**config.mk**
```make
export PLATFORM = sky130hd
export DESIGN_NAME = if_fetch_queue
export DESIGN_NICKNAME = d
export VERILOG_FILES = /design/src/rtl/riscv_pkg.sv /design/src/rtl/fetch_fifo.sv /design/src/rtl/if_fetch_queue.sv
export SDC_FILE = /design/constraint.sdc
export NUM_CORES = 1
export LEC_CHECK = 0
export ABC_AREA = 1
export BUFFER_PORTS_ARGS = -buffer_cell sky130_fd_sc_hd__buf_2
export CORE_MARGIN = 5
export CORE_UTILIZATION = 40
export DETAILED_ROUTE_END_ITERATION = 10
export SLEW_MARGIN = 20
export SYNTH_ARGS = -nofsm -noshare
export SYNTH_HDL_FRONTEND = slang
export SYNTH_SLANG_ARGS = --single-unit
```
**constraint.sdc**
```tcl
create_clock -name clk -period 4.6 [get_ports clk]
set_input_delay 0 -clock clk [delete_from_list [all_inputs] [get_ports clk]]
set_output_delay 0 -clock clk [all_outputs]
set_load 0.005 [all_outputs]
```
**src/rtl/riscv_pkg.sv**
```systemverilog
// Shared RISC-V constants used by the fetch stage and its queues.
package riscv_pkg;

   localparam int          XLEN_DEFAULT = 32;
   localparam logic [31:0] NOP_INSTR    = 32'h0000_0013;

endpackage

```
**src/rtl/fetch_fifo.sv**
```systemverilog
// Synchronous show-ahead FIFO: the oldest entry is always visible on head_data.
module fetch_fifo import riscv_pkg::*; #(
   parameter int WIDTH = 32,
   parameter int DEPTH = 4
) (
   input  logic                     clk,
   input  logic                     reset,
   input  logic                     push,
   input  logic [WIDTH-1:0]         push_data,
   input  logic                     pop,
   input  logic                     clear,
   output logic [WIDTH-1:0]         head_data,
   output logic                     full,
   output logic                     empty,
   output logic [$clog2(DEPTH):0]   count
);

   localparam int AW = $clog2(DEPTH);

   logic [WIDTH-1:0] mem [DEPTH];
   logic [AW-1:0]    rd_ptr;
   logic [AW-1:0]    wr_ptr;
   logic [AW:0]      cnt;
   logic             do_pop;

   assign do_pop    = pop && !empty;
   assign full      = (cnt == (AW+1)'(DEPTH));
   assign empty     = (cnt == '0);
   assign count     = cnt;
   assign head_data = mem[rd_ptr];

   // Storage array; written only on a live push, never reset.
   always_ff @(posedge clk) begin
      if (push && !clear && !reset) begin
         mem[wr_ptr] <= push_data;
      end
   end

   // Pointer and occupancy bookkeeping; clear empties the FIFO in one edge.
   always_ff @(posedge clk) begin
      if (reset || clear) begin
         rd_ptr <= '0;
         wr_ptr <= '0;
         cnt    <= '0;
      end else begin
         if (push) begin
            wr_ptr <= wr_ptr + 1'b1;
         end
         if (do_pop) begin
            rd_ptr <= rd_ptr + 1'b1;
         end
         case ({push, do_pop})
            2'b10:   cnt <= cnt + 1'b1;
            2'b01:   cnt <= cnt - 1'b1;
            default: cnt <= cnt;
         endcase
      end
   end

   // Callers must never push into a full FIFO.
   assert property (@(posedge clk) disable iff (reset) !(push && !clear && full));

endmodule

```
**src/rtl/if_fetch_queue.sv**
```systemverilog
// Instruction fetch stage: credit-limited in-order memory requests feeding a
// prefetch queue that ID reads as its IF/ID register.
module if_fetch_queue import riscv_pkg::*; #(
   parameter int              XLEN     = XLEN_DEFAULT,
   parameter int              FQ_DEPTH = 4,
   parameter logic [XLEN-1:0] RESET_PC = '0
) (
   input  logic            clk,
   input  logic            reset,
   input  logic            stall,
   input  logic            flush,
   input  logic            pc_src,
   input  logic [XLEN-1:0] new_pc,
   output logic            imem_req_valid,
   input  logic            imem_req_ready,
   output logic [XLEN-1:0] imem_req_addr,
   input  logic            imem_resp_valid,
   input  logic [XLEN-1:0] imem_resp_data,
   output logic            if_id_valid,
   output logic [XLEN-1:0] if_id_pc,
   output logic [XLEN-1:0] if_id_instruction
);

   localparam int CW = $clog2(FQ_DEPTH) + 1;

   logic [XLEN-1:0]   fetch_pc;
   logic              halted;
   logic [CW-1:0]     drop_cnt;

   logic [CW-1:0]     q_count;
   logic              q_full;
   logic              q_empty;
   logic [2*XLEN-1:0] q_head;
   logic [CW-1:0]     tag_count;
   logic              tag_full;
   logic              tag_empty;
   logic [XLEN-1:0]   tag_head;

   logic              kill;
   logic              req_fire;
   logic              resp_drop;
   logic              q_push;
   logic              q_pop;
   logic [CW:0]       credit_used;
   logic [CW-1:0]     outstanding_next;

   // The tag FIFO occupancy is the number of requests still awaiting a response.
   assign kill             = pc_src || flush;
   assign credit_used      = {1'b0, q_count} + {1'b0, tag_count};
   assign imem_req_valid   = !reset && !halted && (credit_used < (CW+1)'(FQ_DEPTH));
   assign imem_req_addr    = fetch_pc;
   assign req_fire         = imem_req_valid && imem_req_ready;
   assign resp_drop        = (drop_cnt != '0);
   assign q_push           = imem_resp_valid && !resp_drop && !kill;
   assign q_pop            = !q_empty && !stall && !kill;
   assign outstanding_next = tag_count + CW'(req_fire) - CW'(imem_resp_valid);

   assign if_id_valid       = !reset && !q_empty;
   assign if_id_pc          = if_id_valid ? q_head[2*XLEN-1:XLEN] : '0;
   assign if_id_instruction = if_id_valid ? q_head[XLEN-1:0] : XLEN'(NOP_INSTR);

   fetch_fifo #(
      .WIDTH (2*XLEN),
      .DEPTH (FQ_DEPTH)
   ) u_instr_q (
      .clk       (clk),
      .reset     (reset),
      .push      (q_push),
      .push_data ({tag_head, imem_resp_data}),
      .pop       (q_pop),
      .clear     (kill),
      .head_data (q_head),
      .full      (q_full),
      .empty     (q_empty),
      .count     (q_count)
   );

   fetch_fifo #(
      .WIDTH (XLEN),
      .DEPTH (FQ_DEPTH)
   ) u_tag_q (
      .clk       (clk),
      .reset     (reset),
      .push      (req_fire),
      .push_data (fetch_pc),
      .pop       (imem_resp_valid),
      .clear     (1'b0),
      .head_data (tag_head),
      .full      (tag_full),
      .empty     (tag_empty),
      .count     (tag_count)
   );

   // Fetch PC, halt flag and the count of stale responses still to be discarded.
   always_ff @(posedge clk) begin
      if (reset) begin
         fetch_pc <= RESET_PC;
         halted   <= 1'b0;
         drop_cnt <= '0;
      end else begin
         if (pc_src) begin
            fetch_pc <= new_pc & ~XLEN'(3);
            halted   <= 1'b0;
         end else begin
            if (flush) begin
               halted <= 1'b1;
            end
            if (req_fire) begin
               fetch_pc <= fetch_pc + XLEN'(4);
            end
         end
         if (kill) begin
            drop_cnt <= outstanding_next;
         end else if (imem_resp_valid && resp_drop) begin
            drop_cnt <= drop_cnt - 1'b1;
         end
      end
   end

   assert property (@(posedge clk) disable iff (reset) tag_count <= CW'(FQ_DEPTH));
   assert property (@(posedge clk) disable iff (reset) drop_cnt <= tag_count);
   assert property (@(posedge clk) disable iff (reset) !(q_push && q_full));
   assert property (@(posedge clk) disable iff (reset) !(req_fire && tag_full));
   assert property (@(posedge clk) disable iff (reset) !(imem_resp_valid && tag_empty));

endmodule

```
# --- Word-level counts from Yosys, hierarchy flattened ---
# Memory sizes are Yosys's and may differ from the RTL's. A register that Yosys moved wholly into a read port is not among the register bits.
# Cells that the tools add are included.
totals:
  register_bits: 50
  ramBits: 384
  input_bits: 71
  out_inout_bits: 98
  elab_cells: 77
  n_memories: 2
classes:
  add_sub_neg: 13
  magnitude_cmp: 1
  n_eq_ne: 4
  muxes: 16
  reduce_logical: 31
memory_table:
  columns: ["memory", "depth", "word_bits", "read_ports", "rd_ports_with_merged_regs", "wr", "line", "text"]
  rows:
  - ["u_instr_q.mem", 4, 64, 1, 1, 1, "fetch_fifo.sv:20", "logic [WIDTH-1:0] mem [DEPTH];"]
  - ["u_tag_q.mem", 4, 32, 1, 1, 1, "fetch_fifo.sv:20", null]
op_table:
  columns: ["cell", "count"]
  rows:
  - ["32-bit 2-to-1 mux", 4]
  - ["32-bit by 3-bit adder with 32-bit output, second input constant", 1]
  - ["1-bit logical AND", 14]
  - ["3-bit one-hot mux with 2 select lines", 2]
  - ["3-bit by 1-bit subtractor with 3-bit output, second input constant", 3]
  - ["2-bit by 1-bit adder with 2-bit output, second input constant", 4]
  - ["2-bit 2-to-1 mux", 4]
  - ["2-bit nonzero test", 4]
  - ["1-bit logical NOT", 7]
  - ["3-bit by 1-bit adder with 3-bit output, second input constant", 2]
  - ["3-bit logical NOT", 2]
  - ["3-bit 2-to-1 mux", 2]
  - ["3-bit by 3-bit adder with 4-bit output", 1]
  - ["2-bit by 1-bit == test with 1-bit output, second input constant", 2]
  - ["2-bit == test, second input constant", 2]
  - ["4-bit by 3-bit less-than comparator with 1-bit output, second input constant", 1]
  - ["1-bit 2-to-1 mux", 4]
  - ["3-bit by 1-bit adder with 3-bit output", 1]
  - ["3-bit nonzero test", 1]
  - ["3-bit by 1-bit subtractor with 3-bit output", 1]
  - ["1-bit logical OR", 2]
  - ["2-bit OR reduction", 1]

# --- Depth between registers and ports, before layout ---
depth:
  depth_word: 8
  mapped_depth: 13
  mapped_depth_nobuf: 12

# --- Cells and area by module ---
# Synthesis repeated with hierarchy kept, for this count alone.
unflattened:
  hier_cells: 1602
  hier_area_um2: 18226.2
by_module_without_submodules:
  columns: ["mod", "instances", "cells_per_inst", "area_per_inst_um2", "seq_area_each_um2"]
  rows:
  - ["fetch_fifo at u_instr_q", 1, 688, 9977.1, 7867.5]
  - ["fetch_fifo at u_tag_q", 1, 378, 5258.8, 4023.9]
  - ["if_fetch_queue", 1, 536, 2990.4, 680.7]

# --- Least setup slack after synthesis ---
# Ideal clock, no wire load.
synth_timing:
  path_type: "flip-flop to flip-flop"
  start: "register drop_cnt[0]"
  end: "memory u_instr_q.mem[0][0] (netlist bit) (enable)"
  setup_time_ns: 0.482
  arrival_ns: 3.387
  t_required_ns: 4.118
  path_slack_ns: 0.731
  stages_incl_launch_ff: 7
  n_path_buf: 0
  synth_period_minus_slack_ns: 3.869
  path_cell_list: "dfxtp_1 -> inv_1 -> ha_1 -> nand2_1 -> nor2_1 -> nand2_1 -> nor2_1"
synth_between:
  elab_chain_len: 8
synth_rtl:
  columns: ["element", "line", "text"]
  rows:
  - ["from (decl)", "if_fetch_queue.sv:28", "logic [CW-1:0] drop_cnt;"]
  - ["from (signal assigned)", "if_fetch_queue.sv:113", "drop_cnt <= outstanding_next;"]
  - ["from (signal assigned)", "if_fetch_queue.sv:115", "drop_cnt <= drop_cnt - 1'b1;"]
  - ["3-bit nonzero test", "if_fetch_queue.sv:53", "assign resp_drop = (drop_cnt != '0);"]
  - ["1-bit logical NOT", "if_fetch_queue.sv:54", "assign q_push = imem_resp_valid && !resp_drop && !kill;"]
  - ["1-bit logical AND (2 in series)", "if_fetch_queue.sv:54", null]
  - ["1-bit logical AND (2 in series)", "fetch_fifo.sv:34", "if (push && !clear && !reset) begin"]
  - ["1-bit 2-to-1 mux", "fetch_fifo.sv:34", null]
  - ["1-bit 2-to-1 mux (not written as such)", "fetch_fifo.sv:35", "mem[wr_ptr] <= push_data;"]
  - ["to (decl)", "fetch_fifo.sv:20", null]
# Every way passes these cells.

# --- Worst setup path after layout ---
layout_timing:
  start: "register u_instr_q.cnt[2] (netlist: u_instr_q.count[2])"
  end: "register fetch_pc[15] (netlist: imem_req_addr[15])"
layout_between:
  elab_chain_len: 5
layout_rtl:
  columns: ["element", "line", "text"]
  rows:
  - ["from (decl)", "fetch_fifo.sv:23", "logic [AW:0] cnt;"]
  - ["from (signal assigned)", "fetch_fifo.sv:53", "2'b10: cnt <= cnt + 1'b1;"]
  - ["from (signal assigned)", "fetch_fifo.sv:54", "2'b01: cnt <= cnt - 1'b1;"]
  - ["from (signal assigned)", "fetch_fifo.sv:55", "default: cnt <= cnt;"]
  - ["3-bit by 3-bit adder with 4-bit output", "if_fetch_queue.sv:49", "assign credit_used = {1'b0, q_count} + {1'b0, tag_count};"]
  - ["4-bit by 3-bit less-than comparator with 1-bit output", "if_fetch_queue.sv:50", "assign imem_req_valid = !reset && !halted && (credit_used < (CW+1)'(FQ_DEPTH));"]
  - ["1-bit logical AND", "if_fetch_queue.sv:50", null]
  - ["1-bit logical AND", "if_fetch_queue.sv:52", "assign req_fire = imem_req_valid && imem_req_ready;"]
  - ["2-bit nonzero test (no line)", null, null]
  - ["to (signal assigned)", "if_fetch_queue.sv:102", "fetch_pc <= new_pc & ~XLEN'(3);"]
  - ["to (signal assigned)", "if_fetch_queue.sv:109", "fetch_pc <= fetch_pc + XLEN'(4);"]
  - ["to (decl)", "if_fetch_queue.sv:26", "logic [XLEN-1:0] fetch_pc;"]
# Every way passes these cells.
# A chain may end at the register's enable or synchronous reset.

==> impl_metrics.csv <==
group,metric,value,unit
floorplan,rows,76,
drt,ant_nets,0,
floorplan,initial_core_util,40.4,%
timing,worstMarginPinSlew,1030,ps
clock_network,clk_path_buf_depth,3,
power,max-vdd-ir-drop,287,uV
synth,yosysSeqAreaShare,69.7,%
global_routing,grt-ovfl-total,0,
place,gp_congestion,0.863,
timing,period_needed,2910,ps
synth,synth-edff-count,368,
clock_network,tritoncts,"built",
setup_path,worstReg2RegStart,"u_instr_q.count[2]",
setup_path,criticalPathCategory,"reg2reg",
cells_and_area,drive_gt1_share,15.1,%
setup_path,worstReg2RegEnd,"imem_req_addr[15]",
setup_path,arrival,3390,ps
power,leakage,7.65,nW
clock_network,cts_buffers,45,
timing,skew,21.7,ps
synth,synth_warnings,0,
floorplan,num_io_pins,169,
synth,ys_types,38,
synth,syn_area_per_cell,11.2,um2
cells_and_area,area_delta_synth_final,21.3,%
global_routing,first_global_vias,11679,
drt,routed.top_layer,"met4",
timing,clock.fmax,0.344,GHz
drt,met2_wirelength,19900,um
global_routing,grt_pass1_wl,65400,um
cells_and_area,final_nets,1884,
floorplan,die_height,218,um
timing,setup_viol,0,
timing,period_share,63.2,%
timing,maxSlewHeadroom,31.6,%
clock_network,cts_sinks,420,
place,port_buffers,162,
clock_network,clkLatencyLatePin,560,ps
clock_network,cts_resized,0,
timing,rsz0062_at_grt,"no",
synth,synth_ff_type,"edfxtp_1",
clock_network,htree_levels,2,
hold_path,hold_path_class,"in2reg",
setup_path,path_max_fanout,22,
timing,slew_viol_final,0,
setup_path,cp-end-kind,"flop",
floorplan,die_area,0.0477,mm2
floorplan,core-area,0.0430,mm2
drt,drtPass1Iterations,5,
clock_network,cts_setup_buffers,0,
synth,ys_ff_latch,420,
clock_network,path_clk_slew,60,ps
drt,vias,11974,
drt,drt-met1-wl,19400,um
timing,final-hold-violation-count,0,
place,dp_hpwl,24300,um
synth,async_reset_ff_share,0,%
drt,route.met3.wl,2140,um
synth,syn_area,0.0174,mm2
run,cap_violations,0,
global_routing,grt_max_degree,81,
place,dpl.cell_count,2240,
timing,finalSetupTns,0,ps
setup_path,r2r_slack,1690,ps
global_routing,grtUsageTotal,17.3,%
setup_path,critPathLaunch,"u_instr_q.count[2]",
cells_and_area,fin_cells,2410,
hold_path,hold_depth,5,
drt,wire_per_inst,17.4,um
cells_and_area,diodes,0,
status,status,"completed",
drt,viasPerCell,4.97,
synth,syn_inst,1552,
clock_network,root_buffer,"clkbuf_16",
global_routing,antenna_found_initial,0,
hold_path,min_from,"pc_src",
drt,drt-total-wl,42000,um
power,power.density,405,mW/mm2
drt,drc,0,
setup_path,crit_required,5090,ps
setup_path,startpoint_type,"flop",
drt,initialDrtViolationCount,874,
hold_path,hold_end,"imem_req_addr[16]",
floorplan,fp.dieW,218,um
setup_path,reg2reg_depth,11,
[critical path, cell delays in order (launching register included)]
cell and delay [ps]:
dfxtp_1 340, ha_1 300, nor2_1 130, nand2_2 100, nor2_4 140, nand2_4 190, nor2_4 510, inv_1 230
nor2_1 180, nor2_1 50, nor2_1 90, dlygate4sd3_1 570
[report_power, final]
group	internal (W)	switching [W]
logic	0.000255	0.000508
clock network	0.00191	0.00143
registers	0.00434	0.0000786
total	0.00651	0.00202
[cell usage after synthesis, types with 4 or more instances]
library cell / instances / area share, %
buf_6: 4 / 0.26
nand3_1: 39 / 1.1
nor2_4: 5 / 0.32
xor2_1: 9 / 0.45
nor2_2: 6 / 0.22
a31oi_1: 8 / 0.29
xnor2_1: 6 / 0.30
nor2_1: 377 / 8.2
dfxtp_1: 52 / 6.0
buf_4: 6 / 0.26
o21ai_0: 210 / 6.1
buf_2: 13 / 0.37
ha_1: 17 / 1.2
nand2_2: 4 / 0.14
a21oi_1: 96 / 2.8
buf_1: 5 / 0.11
edfxtp_1: 368 / 64
nand2_1: 129 / 2.8
o22ai_1: 30 / 1.1
clkbuf_1: 54 / 1.2
inv_2: 4 / 0.086
inv_1: 83 / 1.8
[how the worst max path moves through the flow]
stage                     endpoint  depth (start not counted)
6_report         imem_req_addr[15]                         11
5_1_grt               if_id_pc[17]                          6
4_1_cts               if_id_pc[17]                          5
3_5_place_dp   u_instr_q.mem[1][5]                          7
3_3_place_gp   u_instr_q.mem[1][5]                          7
2_1_floorplan  u_instr_q.mem[0][0]                          6
[sequential cells by signal, summed over array words and instances (netlist names), named ones only]
signal	flops
u_instr_q.rd_ptr	2
u_instr_q.count	3
u_instr_q.mem	248
u_tag_q.mem	120
u_tag_q.rd_ptr	2
u_instr_q.wr_ptr	2
u_tag_q.count	3
drop_cnt	3
u_tag_q.wr_ptr	2
halted	1
imem_req_addr	30
[final cells by class]
type / instances / area (um2)
fill: 3922 / 21900
sequential: 420 / 12100
multi-input combinational: 966 / 4610
timing repair buffer: 273 / 1920
clock buffer: 61 / 1220
tap: 585 / 732
inverter: 87 / 327
clock inverter: 18 / 146
[stage by stage]
step | total power, W | setup slack (ps) | instance area, um2 | hold slack (ps) | util (%)
5_1_grt | 0.00889 | 1450 | 21100 | 84.9 | 49.0
6_report | 0.00853 | 1690 | 21100 | 41.8 | 49.0
2_1_floorplan | 0.00494 | 731 | 17400 | 39.1 | -
3_3_place_gp | 0.00518 | 1650 | 18800 | 214 | 43.7
3_5_place_dp | 0.00520 | 1570 | 18800 | 220 | 43.7
4_1_cts | 0.00863 | 1630 | 21100 | 8.15 | 49.0
[cell usage in the layout, fill, tap and decap left out, drive strengths merged, types with 3 or more instances in the layout]
| cell | n |
|---|---|
| a31oi | 8 |
| nor2 | 388 |
| clkinv | 15 |
| a21oi | 97 |
| edfxtp | 368 |
| nand4 | 3 |
| dfxtp | 52 |
| dlygate4sd3 | 91 |
| nand3 | 39 |
| conb | 4 |
| nor3 | 5 |
| o22ai | 30 |
| inv | 89 |
| clkbuf | 61 |
| buf | 182 |
| o311ai | 3 |
| ha | 17 |
| nand2 | 135 |
| xnor2 | 6 |
| xor2 | 9 |
| o21ai | 211 |
| and2 | 3 |
| fa | 3 |
[kinds of logic after synthesis]
logic type / synth area share, %
and+or+nand+nor: 13.4
DFF: 69.7
AOI/OAI and AO/OA: 10.6
buffers and inverters: 4.05
adders and majority gates: 1.57
xor gates and xnor gates: 0.757
other: 0.0216
[per-layer routing]
layer / global-route usage, % / vias up
met4: 3.96 / 0
met1: 24.2 / 5759
li1: - / 5876
met5: 0 / -
met3: 2.70 / 44
met2: 28.7 / 295
[timing repair]
action / CTS / global route
setup endpoints to repair: 0 / 0
hold buffers: 91 / 0
endpoints found under the hold margin: 175 / 0
Power figures use the tool's default switching activity.
